$ cat config.mk
export PLATFORM = sky130hd
export DESIGN_NAME = pipelined_chunk_adder
export DESIGN_NICKNAME = d
export VERILOG_FILES = /design/src/rtl/pipelined_chunk_adder.sv
export SDC_FILE = /design/constraint.sdc
export NUM_CORES = 1
export LEC_CHECK = 0
export CAP_MARGIN = 20
export CORE_ASPECT_RATIO = 1.4
export CORE_MARGIN = 2
export CORE_UTILIZATION = 40
export CTS_CLUSTER_SIZE = 10
export DETAILED_ROUTE_END_ITERATION = 8
export SLEW_MARGIN = 20
export SYNTH_ARGS = -nofsm -noshare
export SYNTH_HDL_FRONTEND = slang
export SYNTH_SLANG_ARGS = --single-unit
export TNS_END_PERCENT = 10
$ cat constraint.sdc
create_clock -name clk -period 2.9 [get_ports clk]
set_input_delay 0.29 -clock clk [delete_from_list [all_inputs] [get_ports clk]]
set_output_delay 0.29 -clock clk [all_outputs]
set_load 0.1 [all_outputs]
$ cat src/rtl/pipelined_chunk_adder.sv
// Pipelined WIDTH-bit add/subtract; carry ripples through CHUNK-bit slices, one register stage per slice.
// Latency: STAGES = WIDTH/CHUNK cycles from acceptance to out_valid; one result per cycle.
// Backpressure: global stall; nothing moves while out_valid && !out_ready, and in_ready = !out_valid || out_ready.
// Optional: define ADDER_OVERFLOW_FLAG_EN to add the registered signed-overflow output ovf.
module pipelined_chunk_adder #(
  parameter int WIDTH = 16,
  parameter int CHUNK = 4
) (
  input  logic             clk,
  input  logic             rst_n,
  input  logic             in_valid,
  output logic             in_ready,
  input  logic [WIDTH-1:0] a,
  input  logic [WIDTH-1:0] b,
  input  logic             cin,
  input  logic             sub,
  output logic             out_valid,
  input  logic             out_ready,
  output logic [WIDTH-1:0] sum,
  output logic             cout
`ifdef ADDER_OVERFLOW_FLAG_EN
  ,
  output logic             ovf
`endif
);

  // Guarded so a bad parameter set still elaborates far enough to report the error.
  localparam int STAGES = ((CHUNK > 0) && (WIDTH >= CHUNK)) ? (WIDTH / CHUNK) : 1;

  if ((CHUNK < 1) || (WIDTH < CHUNK) || ((WIDTH % CHUNK) != 0)) begin : g_bad_param
    $error("pipelined_chunk_adder: WIDTH must be a positive multiple of CHUNK");
  end

  // Per-stage state: valid, carry out of this stage's slice, operands still to be
  // consumed downstream, and the partial result with slices 0..k filled in.
  logic             vld_q [STAGES];
  logic             vld_d [STAGES];
  logic             cry_q [STAGES];
  logic             cry_d [STAGES];
  logic [WIDTH-1:0] opa_q [STAGES];
  logic [WIDTH-1:0] opa_d [STAGES];
  logic [WIDTH-1:0] opb_q [STAGES];
  logic [WIDTH-1:0] opb_d [STAGES];
  logic [WIDTH-1:0] res_q [STAGES];
  logic [WIDTH-1:0] res_d [STAGES];
`ifdef ADDER_OVERFLOW_FLAG_EN
  logic             ovf_q;
  logic             ovf_d;
`endif
  logic             adv;

  // Next-state for every stage: ripple one slice, carry the rest forward, or hold on stall.
  always_comb begin : stage_next
    logic [WIDTH-1:0] in_a;
    logic [WIDTH-1:0] in_b;
    logic [WIDTH-1:0] in_r;
    logic             in_c;
    logic             in_v;
    logic [CHUNK:0]   ext;
    adv      = !vld_q[STAGES-1] || out_ready;
    in_ready = adv;
    in_a     = '0;
    in_b     = '0;
    in_r     = '0;
    in_c     = 1'b0;
    in_v     = 1'b0;
    ext      = '0;
`ifdef ADDER_OVERFLOW_FLAG_EN
    ovf_d    = ovf_q;
`endif
    for (int k = 0; k < STAGES; k++) begin
      if (k == 0) begin
        // Subtract is a + ~b + 1; cin is deliberately ignored in that mode.
        in_a = a;
        in_b = sub ? ~b : b;
        in_c = sub | cin;
        in_r = '0;
        in_v = in_valid;
      end else begin
        in_a = opa_q[(k > 0) ? k - 1 : 0];
        in_b = opb_q[(k > 0) ? k - 1 : 0];
        in_c = cry_q[(k > 0) ? k - 1 : 0];
        in_r = res_q[(k > 0) ? k - 1 : 0];
        in_v = vld_q[(k > 0) ? k - 1 : 0];
      end
      ext = {1'b0, in_a[k*CHUNK +: CHUNK]} + {1'b0, in_b[k*CHUNK +: CHUNK]}
          + {{CHUNK{1'b0}}, in_c};
      vld_d[k] = vld_q[k];
      cry_d[k] = cry_q[k];
      opa_d[k] = opa_q[k];
      opb_d[k] = opb_q[k];
      res_d[k] = res_q[k];
      if (adv) begin
        // Bubbles shift exactly like real entries; only the valid bit tells them apart.
        vld_d[k] = in_v;
        cry_d[k] = ext[CHUNK];
        opa_d[k] = in_a;
        opb_d[k] = in_b;
        res_d[k] = in_r;
        res_d[k][k*CHUNK +: CHUNK] = ext[CHUNK-1:0];
`ifdef ADDER_OVERFLOW_FLAG_EN
        // Carry into the MSB is recovered from the MSB sum bit and its operands.
        if (k == STAGES - 1) begin
          ovf_d = in_a[WIDTH-1] ^ in_b[WIDTH-1] ^ ext[CHUNK-1] ^ ext[CHUNK];
        end
`endif
      end
    end
  end

  // Pipeline registers; reset flushes every in-flight operation.
  always_ff @(posedge clk or negedge rst_n) begin
    if (!rst_n) begin
      for (int k = 0; k < STAGES; k++) begin
        vld_q[k] <= 1'b0;
        cry_q[k] <= 1'b0;
        opa_q[k] <= '0;
        opb_q[k] <= '0;
        res_q[k] <= '0;
      end
`ifdef ADDER_OVERFLOW_FLAG_EN
      ovf_q <= 1'b0;
`endif
    end else begin
      for (int k = 0; k < STAGES; k++) begin
        vld_q[k] <= vld_d[k];
        cry_q[k] <= cry_d[k];
        opa_q[k] <= opa_d[k];
        opb_q[k] <= opb_d[k];
        res_q[k] <= res_d[k];
      end
`ifdef ADDER_OVERFLOW_FLAG_EN
      ovf_q <= ovf_d;
`endif
    end
  end

  assign out_valid = vld_q[STAGES-1];
  assign sum       = res_q[STAGES-1];
  assign cout      = cry_q[STAGES-1];
`ifdef ADDER_OVERFLOW_FLAG_EN
  assign ovf       = ovf_q;
`endif

endmodule

* Word-level counts from Yosys, hierarchy flattened
Cells that the tools add are included.
Cells by class: add/sub/neg operators 8, $mul 0, div/mod/pow operators 0, order comparisons 0, equality and inequality tests 0, shifts and indexed selects 0, muxes and demuxes 1, bitwise logic cells 2, reductions and logical operators 2
Operator list (number):
- 4-bit by 4-bit adder with 5-bit output | 4
- 5-bit by 1-bit adder with 5-bit output | 4
- 16-bit two-way mux | 1
- 16-bit inverter | 1
- 1-bit logical NOT | 1
- 1-bit logical OR | 1
- 1-bit bitwise OR | 1
Word-level totals: flip-flop bits (word level) 144, latch bits 0, memory bits (writable) 0, bits in read-only memories 0, memories 0

* Longest topological paths before layout
depth after elaboration 4, depth in mapped cells 8, depth with buffers taken out 6

* Least setup slack after synthesis
Ideal clock, no wire load.
kind input -> register, start input port sub, end register cry_q[3] (netlist bit), arrival 2.037 ns, path slack 0.710 ns, stages 8, cells stage by stage buf_4 buf_6 or2_2 fa_1 fa_1 a21o_1 a21oi_1 a21oi_1
On the way: cells in the longest elaborated chain, start to end 3
Ends and longest elaborated chain:
- from (decl) | RTL line 16 | input logic sub,
- 16-bit two-way mux | RTL line 75 | in_b = sub ? ~b : b;
- 4-bit by 4-bit adder with 5-bit output | RTL line 86 | ext = {1'b0, in_a[k*CHUNK +: CHUNK]} + {1'b0, in_b[k*CHUNK +: CHUNK]}
- 5-bit by 1-bit adder with 5-bit output * | RTL line 87 | + {{CHUNK{1'b0}}, in_c};
- to (signal, indexed assignment) | RTL line 127 | cry_q[k] <= cry_d[k];
- to (decl) | RTL line 38 | logic cry_q [STAGES];
Every way passes the cells marked *; elsewhere a longest branch is shown, timed or not. A chain may end at the register's enable or synchronous reset.

* Final worst setup path
Ends and elaborated chain as after synthesis.

==> results_dict.tcl <==
set metrics [dict create \
    status "completed" \
    grt_pass1_vias 2931 \
    syn_inst 464 \
    required_ns 3.11 \
    yosys_warnings 0 \
    fmax_mhz 475 \
    antenna_found_initial 0 \
    finalHoldViolations 0 \
    vias_per_cell 4.47 \
    power_leakage_nw 2.58 \
    htreeDepth 3 \
    top_level_ports 57 \
    area_delta_synth_final_pct 17.7 \
    peakVddDrop_mv 0.432 \
    post-route-period-util 0.726 \
    fin_crit_ns 2.11 \
    p_int_mw 3.41 \
    worstPathArrival_ns 2.32 \
    drc 0 \
    max_slew_margin 0.344 \
    crit_chain "clkdlybuf4s50_1 -> or2_2 -> fa_1 -> fa_1 -> a21o_1 -> a21oi_1 -> a21oi_1" \
    multi_input_area_um2 1650 \
    dr_total_vias 2879 \
    synth_top_family_by_area "simple AND/OR/NAND/NOR gates" \
    cts.sinks 96 \
    cp-start-kind "input pin" \
    end_kind "register" \
    cts_root_buf "clkbuf_16" \
    seq_power_share 0.374 \
    die_y_um 128 \
    synth.area.top_cells "dfrtp_1 (55%), nand2_1 (19%), buf_4 (4.1%)" \
    cp_top_family "adder cells" \
    synthesis.area_um2 4370 \
    first_pass_iters 6 \
    p_sw_frac 0.437 \
    fp.dieW_um 92.3 \
    netlist.area_leader.share 0.550 \
    cts_buffers 9 \
    fin_nets 556 \
    hp-class "reg2reg" \
    postCtsResizedCells 0 \
    synth_area_leader_cell "dfrtp_1" \
    cts.reportedPaths.clkPinSlew_ns 0.07 \
    grt_max_degree 104 \
    synth_nets 522 \
    synth-compound-area-share 0.0539 \
    clock-skew-final_ns 0.00629 \
    timing.critical_path.buf_inv 1 \
    clock_path_buffers 2 \
    ys_seq_elements 96 \
    clockPowerShare 0.191 \
    ant_nets 0 \
    crit_type "in2reg" \
    dieArea_um2 11800 \
    antenna_cells 0 \
    cp_max_fo 3 \
    tns_ns 0 \
    core_area_um2 10800 \
    place_inst 627 \
    synthMuxAreaShare 0 \
    grtUsageTotal 0.139 \
    port_buffers 56 \
    gp_congestion 0.784 \
    postCtsHoldBufs 1 \
    regArea_um2 2400 \
    initial_core_util 0.406 \
    synth_area_per_cell_um2 9.41 \
    synth_ff_type "dfrtp_1" \
    worstMarginPinSlew_ns 0.983 \
    switchingPower_mw 2.65 \
    combPwrFrac 0.435 \
    crit_path_top_delay_cell "clkdlybuf4s50_1" \
    ys_seq_area_frac 0.550 \
    routedWlPerCell_um 11.3 \
    drive_gt1_frac 0.0855 \
    fillCellCount 1072 \
    rows 45 \
    grt_pass1_wl_um 13100 \
    synth_common_cells "nand2_1 (220), dfrtp_1 (96), buf_4 (24)" \
    post_cts_buffers 0 \
    synthSimpleGateAreaFrac 0.206 \
    synth_xor_area_frac 0.0461 \
    clk_latency_ns 0.34 \
    first_iter_violations 148 \
    cts_tree "built" \
    power_density_nw_per_um2 1180 \
    finalMaxSlewViolations 0 \
    drt_wl_total_um 7280 \
    ys_types 21 \
    grt_setup_unrepaired "false" \
    hpwl_um 4870 \
    synthAdderAreaFrac 0.0711 \
    finalSetupViolCount 0 \
    grt-ovfl-total 0 \
    slowest_delay_ns 0.49 \
    synth-async-reset-ratio 1.00 \
    synth-edff-count 0 \
    finalNonFillerCells 644 \
    synth_most_common_cell "nand2_1" \
    maxCapViolCount 0 \
]
## power groups by stage
| stage | logic [mW] | registers [mW] | clock network, mW |
|---|---|---|---|
| 2_1_floorplan | 2.25 | 2.31 | 0 |
| 3_3_place_gp | 2.60 | 2.27 | 0 |
| 3_5_place_dp | 2.67 | 2.30 | 0 |
| 4_1_cts | 2.68 | 2.27 | 1.20 |
| 5_1_grt | 2.93 | 2.35 | 1.26 |
| 6_report | 2.63 | 2.27 | 1.16 |
## routing by layer
layer  vias up  track usage  share of wire
met4         0       0.0737          0.024
li1       1485            -              -
met5         -            0              0
met3        10       0.0212          0.031
met1      1335        0.179           0.47
met2        49        0.227           0.47
## state kept, by name (all words and copies together) (netlist names)
signal           cells
stage_next.in_b      4
opa_q               20
sum                 16
vld_q                2
cout                 1
stage_next.in_a      4
stage_next.in_v      1
opb_q               20
stage_next.in_c      1
out_valid            1
res_q               12
cry_q                2
stage_next.in_r     12
## cell families after synthesis
logic type / count (synthesis)
xor gates and xnor gates: 23
DFF: 96
buffers and inverters: 47
adders and majority gates: 20
and+or+nand+nor: 234
AOI/OAI and AO/OA: 44
## cells in the final DEF, fill, tap and decap left out, types with 8 or more instances in the layout
master           instances
a21oi_1                 13
buf_4                   23
clkbuf_16                9
clkdlybuf4s50_1         36
dfrtp_1                 96
fa_1                     8
ha_1                    12
nand2_1                220
nor2_1                   9
o21ai_0                 21
xnor2_1                 13
xor2_1                  10
## path summary, 6_finish.rpt
kind	from	end	slack (ns)	cells after the start
max in group asynchronous	rst_n	opb_q[58]$_DFFE_PN0P_	1.71	3
min reg2reg	stage_next.in_v$_DFFE_PN0P_	stage_next.in_v$_DFFE_PN0P_	0.46	2
min in group asynchronous	rst_n	opa_q[55]$_DFFE_PN0P_	0.52	2
max reg2reg	stage_next.in_a[12]$_DFFE_PN0P_	cout$_DFFE_PN0P_	1.07	5
min	stage_next.in_v$_DFFE_PN0P_	stage_next.in_v$_DFFE_PN0P_	0.46	2
max	sub	cry_q[3]$_DFFE_PN0P_	0.79	7
## area by class of cell
class,count,area share
Clock buffer,10,0.0446
Clock inverter,6,0.0134
Inverter,8,0.00633
Multi-Input combinational cell,321,0.320
Sequential cell,96,0.468
Tap cell,141,0.0343
Timing Repair Buffer,62,0.113
## metrics by stage
stage | util | total power, mW | hold WS [ns] | setup slack [ns] | area [um^2]
6_report | 0.478 | 6.06 | 0.455 | 0.794 | 5140
5_1_grt | 0.478 | 6.54 | 0.471 | 0.670 | 5140
4_1_cts | 0.478 | 6.15 | 0.462 | 0.795 | 5140
3_5_place_dp | 0.449 | 4.97 | 0.363 | 0.431 | 4830
3_3_place_gp | 0.449 | 4.88 | 0.350 | 0.460 | 4830
2_1_floorplan | - | 4.56 | -0.00559 | 0.710 | 4370
## worst register-to-register path, delay by kind of cell (launching register included)
family | cells | cell delay [ns]
adder cells (fa/ha/maj) | 2 | 0.88
AO/OA/AOI/OAI | 3 | 0.41
flip-flops | 1 | 0.40
Power figures use the tool's default switching activity.
==> patch 1 (config.mk and constraints unchanged) <==
The parameter `CHUNK` goes from 4 to 16.
--- a/src/rtl/pipelined_chunk_adder.sv
+++ b/src/rtl/pipelined_chunk_adder.sv
@@ -6,3 +6,3 @@
   parameter int WIDTH = 16,
-  parameter int CHUNK = 4
+  parameter int CHUNK = 16
 ) (
Formal check against the unedited RTL: not equivalent (Yosys sat finds a counterexample within 4 cycles, from zero or initial values and one cycle with rst_n low).
==> patch 1 against the original RTL <==
Final area fell by 55%; largest cell class is now multi-input combinational cells; synthesized area fell by 64%; routed wire length fell by 45%; sequential cell count fell by 78; setup slack got worse by 0.55 ns; register-to-register slack improved by 0.25 ns; critical path type unchanged; synthesized cell count fell by 61%; total power fell by 73%.
==> patch 1: results (changes against the original RTL) <==
Finish
  – Share of layout cells above drive strength 1: 21.3% (was 8.55%)
  – Fillers: 356 (was 1,072)
  – Nets@finish: 305 (was 556)

Critical path
  – FF-to-FF End: sum[9]$_DFFE_PN0P_ (was cout$_DFFE_PN0P_)
  – Reg2Reg Launch Point: out_valid$_DFFE_PN0P_ (was stage_next.in_a[12]$_DFFE_PN0P_)
  – Setup crit end: sum[14]$_DFFE_PN0P_ (was cry_q[3]$_DFFE_PN0P_)
  – Setup slack, reg-to-reg: 1.32 ns (was 1.07 ns)
  – Worst Reg-to-Reg Cells: 6 (was 5)
  – Crit path DAT: 2.82 ns (was 2.32 ns)
  – Critical-path maximum fanout: 5 (was 3)

Detailed routing
  – WL per Instance: 13.6 um (was 11.3 um)
  – Via/cell ratio: 5.26 (was 4.47)
  – DRT Pass-1 Iters: 4 (was 6)
  – Routed met3 length: 109 um (was 225 um)

Place
  – Detailed Place HPWL: 3310 um (was 4870 um)
  – GPL Wtd Cong: 0.842 (was 0.784)
  – Setup WS pre-CTS: -0.0740 ns (was 0.431 ns)

Synth
  – Post-synthesis adder-cell area fraction: 14.5% (was 7.11%)
  – Largest cells by area after synthesis: dfrtp_1 29%, xor2_1 12%, ha_1 12%, a21oi_1 5.7%, nand2_1 4.1% (was dfrtp_1 55%, nand2_1 19%, buf_4 4.1%, fa_1 3.7%, ha_1 3.4%)
  – Post-synthesis compound-gate area fraction: 24.0% (was 5.39%)
  – Post-Syn Nets: 234 (was 522)
  – Xor-xnor portion of the synthesized cell area: 14.5% (was 4.61%)
  – Post-synthesis sequential area ratio: 28.7% (was 55.0%)
  – Synth cell count leaders: 22 x xor2_1, 18 x a21oi_1, 18 x dfrtp_1, 17 x nand2_1, 15 x ha_1 (was 220 x nand2_1, 96 x dfrtp_1, 24 x buf_4, 21 x o21ai_0)

Pwr
  – Peak VDD IR: 0.000635 V (was 0.000432 V)
  – Pleak: 1.06 nW (was 2.58 nW)

STA
  – Worst Skew: 0.00121 ns (was 0.00629 ns)
  – Worst-Margin Slew: 0.776 ns (was 0.983 ns)

Global routing
  – Grt met2 use: 32.5% (was 22.7%)
  – Global-route met1 utilization: 22.4% (was 17.9%)
  – All-layer global routing usage: 17.8% (was 13.9%)

Clock tree
  – Worst-Skew Late Latency: 0.25 ns (was 0.34 ns)

Status
  – Outcome: finished clean (unchanged)
patch 1: cell types whose count changed after synthesis, sizes merged, moves of 6 or more:
cell   change
dfrtp     -78
buf       -36
xor2      +12
nand2    -203
fa         -6
o21ai     -11
xnor2      -9
patch 1: worst min path at each step:
stage                       start                  to  slack (ns)  cells after the start
2_1_floorplan               rst_n    cout$_DFFE_PN0P_      -0.006                      0
3_3_place_gp   sum[0]$_DFFE_PN0P_  sum[0]$_DFFE_PN0P_        0.46                      2
3_5_place_dp   sum[0]$_DFFE_PN0P_  sum[0]$_DFFE_PN0P_        0.47                      2
4_1_cts        sum[0]$_DFFE_PN0P_  sum[0]$_DFFE_PN0P_        0.48                      2
5_1_grt        sum[0]$_DFFE_PN0P_  sum[0]$_DFFE_PN0P_        0.50                      2
6_report       sum[0]$_DFFE_PN0P_  sum[0]$_DFFE_PN0P_        0.47                      2
patch 1: stage by stage:
stage | total power (W) | util (%) | instances | area, um2 | setup TNS (ns)
5_1_grt | 0.00172 | 60.6 | 292 | 2330 | 0
6_report | 0.00164 | 60.6 | 292 | 2330 | 0
2_1_floorplan | 0.00115 | - | 179 | 1570 | 0
4_1_cts | 0.00165 | 59.9 | 292 | 2310 | 0
3_5_place_dp | 0.00145 | 58.5 | 288 | 2250 | -0.180
3_3_place_gp | 0.00144 | 58.5 | 288 | 2250 | 0
patch 1: area by class of cell:
type,count,area share (%)
clock buffers,4,2.36
inverters,7,1.13
multi-input cells,146,46.5
flip-flops and latches,18,19.3
well taps,43,2.30
repair buffers,74,28.4
patch 1: where the power goes:
group / internal (W) / total, W / switching (W)
Sequential: 0.000318 / 0.000356 / 0.0000380
Clock: 0.000120 / 0.000199 / 0.0000791
Combinational: 0.000319 / 0.00109 / 0.000769
Total: 0.000758 / 0.00164 / 0.000886
==> patch 2 (same flow settings) <==
Without the edit above. Build with the macro `ADDER_OVERFLOW_FLAG_EN` defined.
--- a/src/rtl/pipelined_chunk_adder.sv
+++ b/src/rtl/pipelined_chunk_adder.sv
@@ -4,2 +4,4 @@
 // Optional: define ADDER_OVERFLOW_FLAG_EN to add the registered signed-overflow output ovf.
+`define ADDER_OVERFLOW_FLAG_EN
+
 module pipelined_chunk_adder #(
Function (old outputs only; new: ovf): kept (equiv_simple and equiv_induct, registers matched by name and starting in step).
==> patch 2 against the original RTL <==
Setup slack got worse by 0.051 ns; routed wire length increased by 1.8%; synthesized area increased by 0.60%; final area increased by 0.37%; via count increased by 2.4%; total power increased by 1.2%; sequential cell count increased by 1; count of clock-buffer cells in the layout increased by 1; largest power group unchanged.
==> patch 2: results (changes against the original RTL) <==
Pwr
  – Pwr Density: 1190 mW/mm2 (was 1180 mW/mm2)
  – Pleak: 2.58 nW (about the same)

Critical path
  – Crit path DAT: 2.37 ns (was 2.32 ns)
  – CP max stage delay: 0.51 ns (was 0.49 ns)
  – Setup crit end: cry_q[3]$_DFFE_PN0P_ (unchanged)
  – FF-to-FF End: ovf$_DFFE_PN0P_ (was cout$_DFFE_PN0P_)

Detailed routing
  – WL per Instance: 11.5 um (was 11.3 um)
  – Detailed router's first-iteration violation count: 150 (was 148)
  – Via/cell ratio: 4.58 (was 4.47)
  – DRT Pass-1 Iters: 4 (was 6)

Global routing
  – Number of global-route vias before repair: 3,098 (was 2,931)
  – Largest net degree at the start of global routing: 108 (was 104)
  – First-pass GRT wire length: 13,500 um (was 13,100 um)

Synth
  – Post-Syn Nets: 523 (was 522)
  – Largest cells by area after synthesis: dfrtp_1 55%, nand2_1 19%, fa_1 3.6%, buf_4 3.6%, ha_1 3.4% (was dfrtp_1 55%, nand2_1 19%, buf_4 4.1%, fa_1 3.7%, ha_1 3.4%)
  – Avg Inst Size Synth: 9.45 um2 (was 9.41 um2)
  – Synth cell count leaders: 225 x nand2_1, 97 x dfrtp_1, 21 x buf_4, 21 x o21ai_0, 16 x xnor2_1 (was 220 x nand2_1, 96 x dfrtp_1, 24 x buf_4, 21 x o21ai_0)
  – Post-synthesis sequential area ratio: 55.3% (was 55.0%)

Finish
  – Nets@finish: 557 (was 556)
  – Fillers: 1,032 (was 1,072)

Place
  – Setup WS pre-CTS: 0.397 ns (was 0.431 ns)
  – # port buffers: 57 (was 56)
  – GPL Wtd Cong: 0.757 (was 0.784)
  – Placed cell areas: 0.00488 mm2 (was 0.00483 mm2)
  – Placed cells: 629 (was 627)
  – Detailed Place HPWL: 4930 um (was 4870 um)

STA
  – Worst-Margin Slew: 0.898 ns (was 0.983 ns)
  – Fmax: 464 MHz (was 475 MHz)
  – Worst Skew: 0.00849 ns (was 0.00629 ns)

Min path
  – Hold Path Class: input port to async pin (was register to register)

Clock tree
  – Worst-Skew Late Latency: 0.34 ns (about the same)

Status
  – Outcome: finished clean (unchanged)
## patch 2: cell count changes after synthesis, moves of 2 or more
cell / unedited run / this run
buf_4: 24 / 21
inv_1: 7 / 3
xnor2_1: 13 / 16
buf_2: 9 / 11
nand2_1: 220 / 225
o21ai_1: 4 / 1
## patch 2: logic make-up (layout without fill, tap and decap cells)
kind of cell,after synthesis,in the layout,synth area share (%)
and+or+nand+nor,237,237,20.5
DFF,97,97,55.3
AOI/OAI and AO/OA,43,43,5.30
buffers and inverters,43,81,6.86
xor gates and xnor gates,25,25,4.98
adders and majority gates,20,20,7.06
## patch 2: metal layers
| metal | wire, um | track usage [%] |
|---|---|---|
| met1 | 3430 | 16.6 |
| met2 | 3570 | 24.8 |
| met3 | 276 | 3.06 |
| met4 | 140 | 6.58 |
| met5 | 0 | 0 |
## patch 2: layout make-up
type / instances / share of cell area, %
Clock buffer: 11 / 4.71
Clock inverter: 4 / 0.582
Inverter: 4 / 0.340
Multi-Input combinational cell: 325 / 32.4
Sequential cell: 97 / 47.1
Tap cell: 141 / 3.42
Timing Repair Buffer: 62 / 11.5
## patch 2: report_power, final
part	switching [W]	internal, W
registers	0.000337	0.00196
clock network	0.000481	0.000601
logic	0.00190	0.000858
total	0.00271	0.00342
## patch 2: worst min path at each step
| stage | endpoint | slack (ns) | depth (start not counted) |
|---|---|---|---|
| 6_report | opa_q[54]$_DFFE_PN0P_ | 0.07 | 1 |
| 5_1_grt | opa_q[54]$_DFFE_PN0P_ | 0.15 | 1 |
| 4_1_cts | opa_q[54]$_DFFE_PN0P_ | 0.11 | 1 |
| 3_5_place_dp | opa_q[47]$_DFFE_PN0P_ | 0.45 | 2 |
| 3_3_place_gp | stage_next.in_v$_DFFE_PN0P_ | 0.44 | 2 |
| 2_1_floorplan | cout$_DFFE_PN0P_ | -0.006 | 0 |
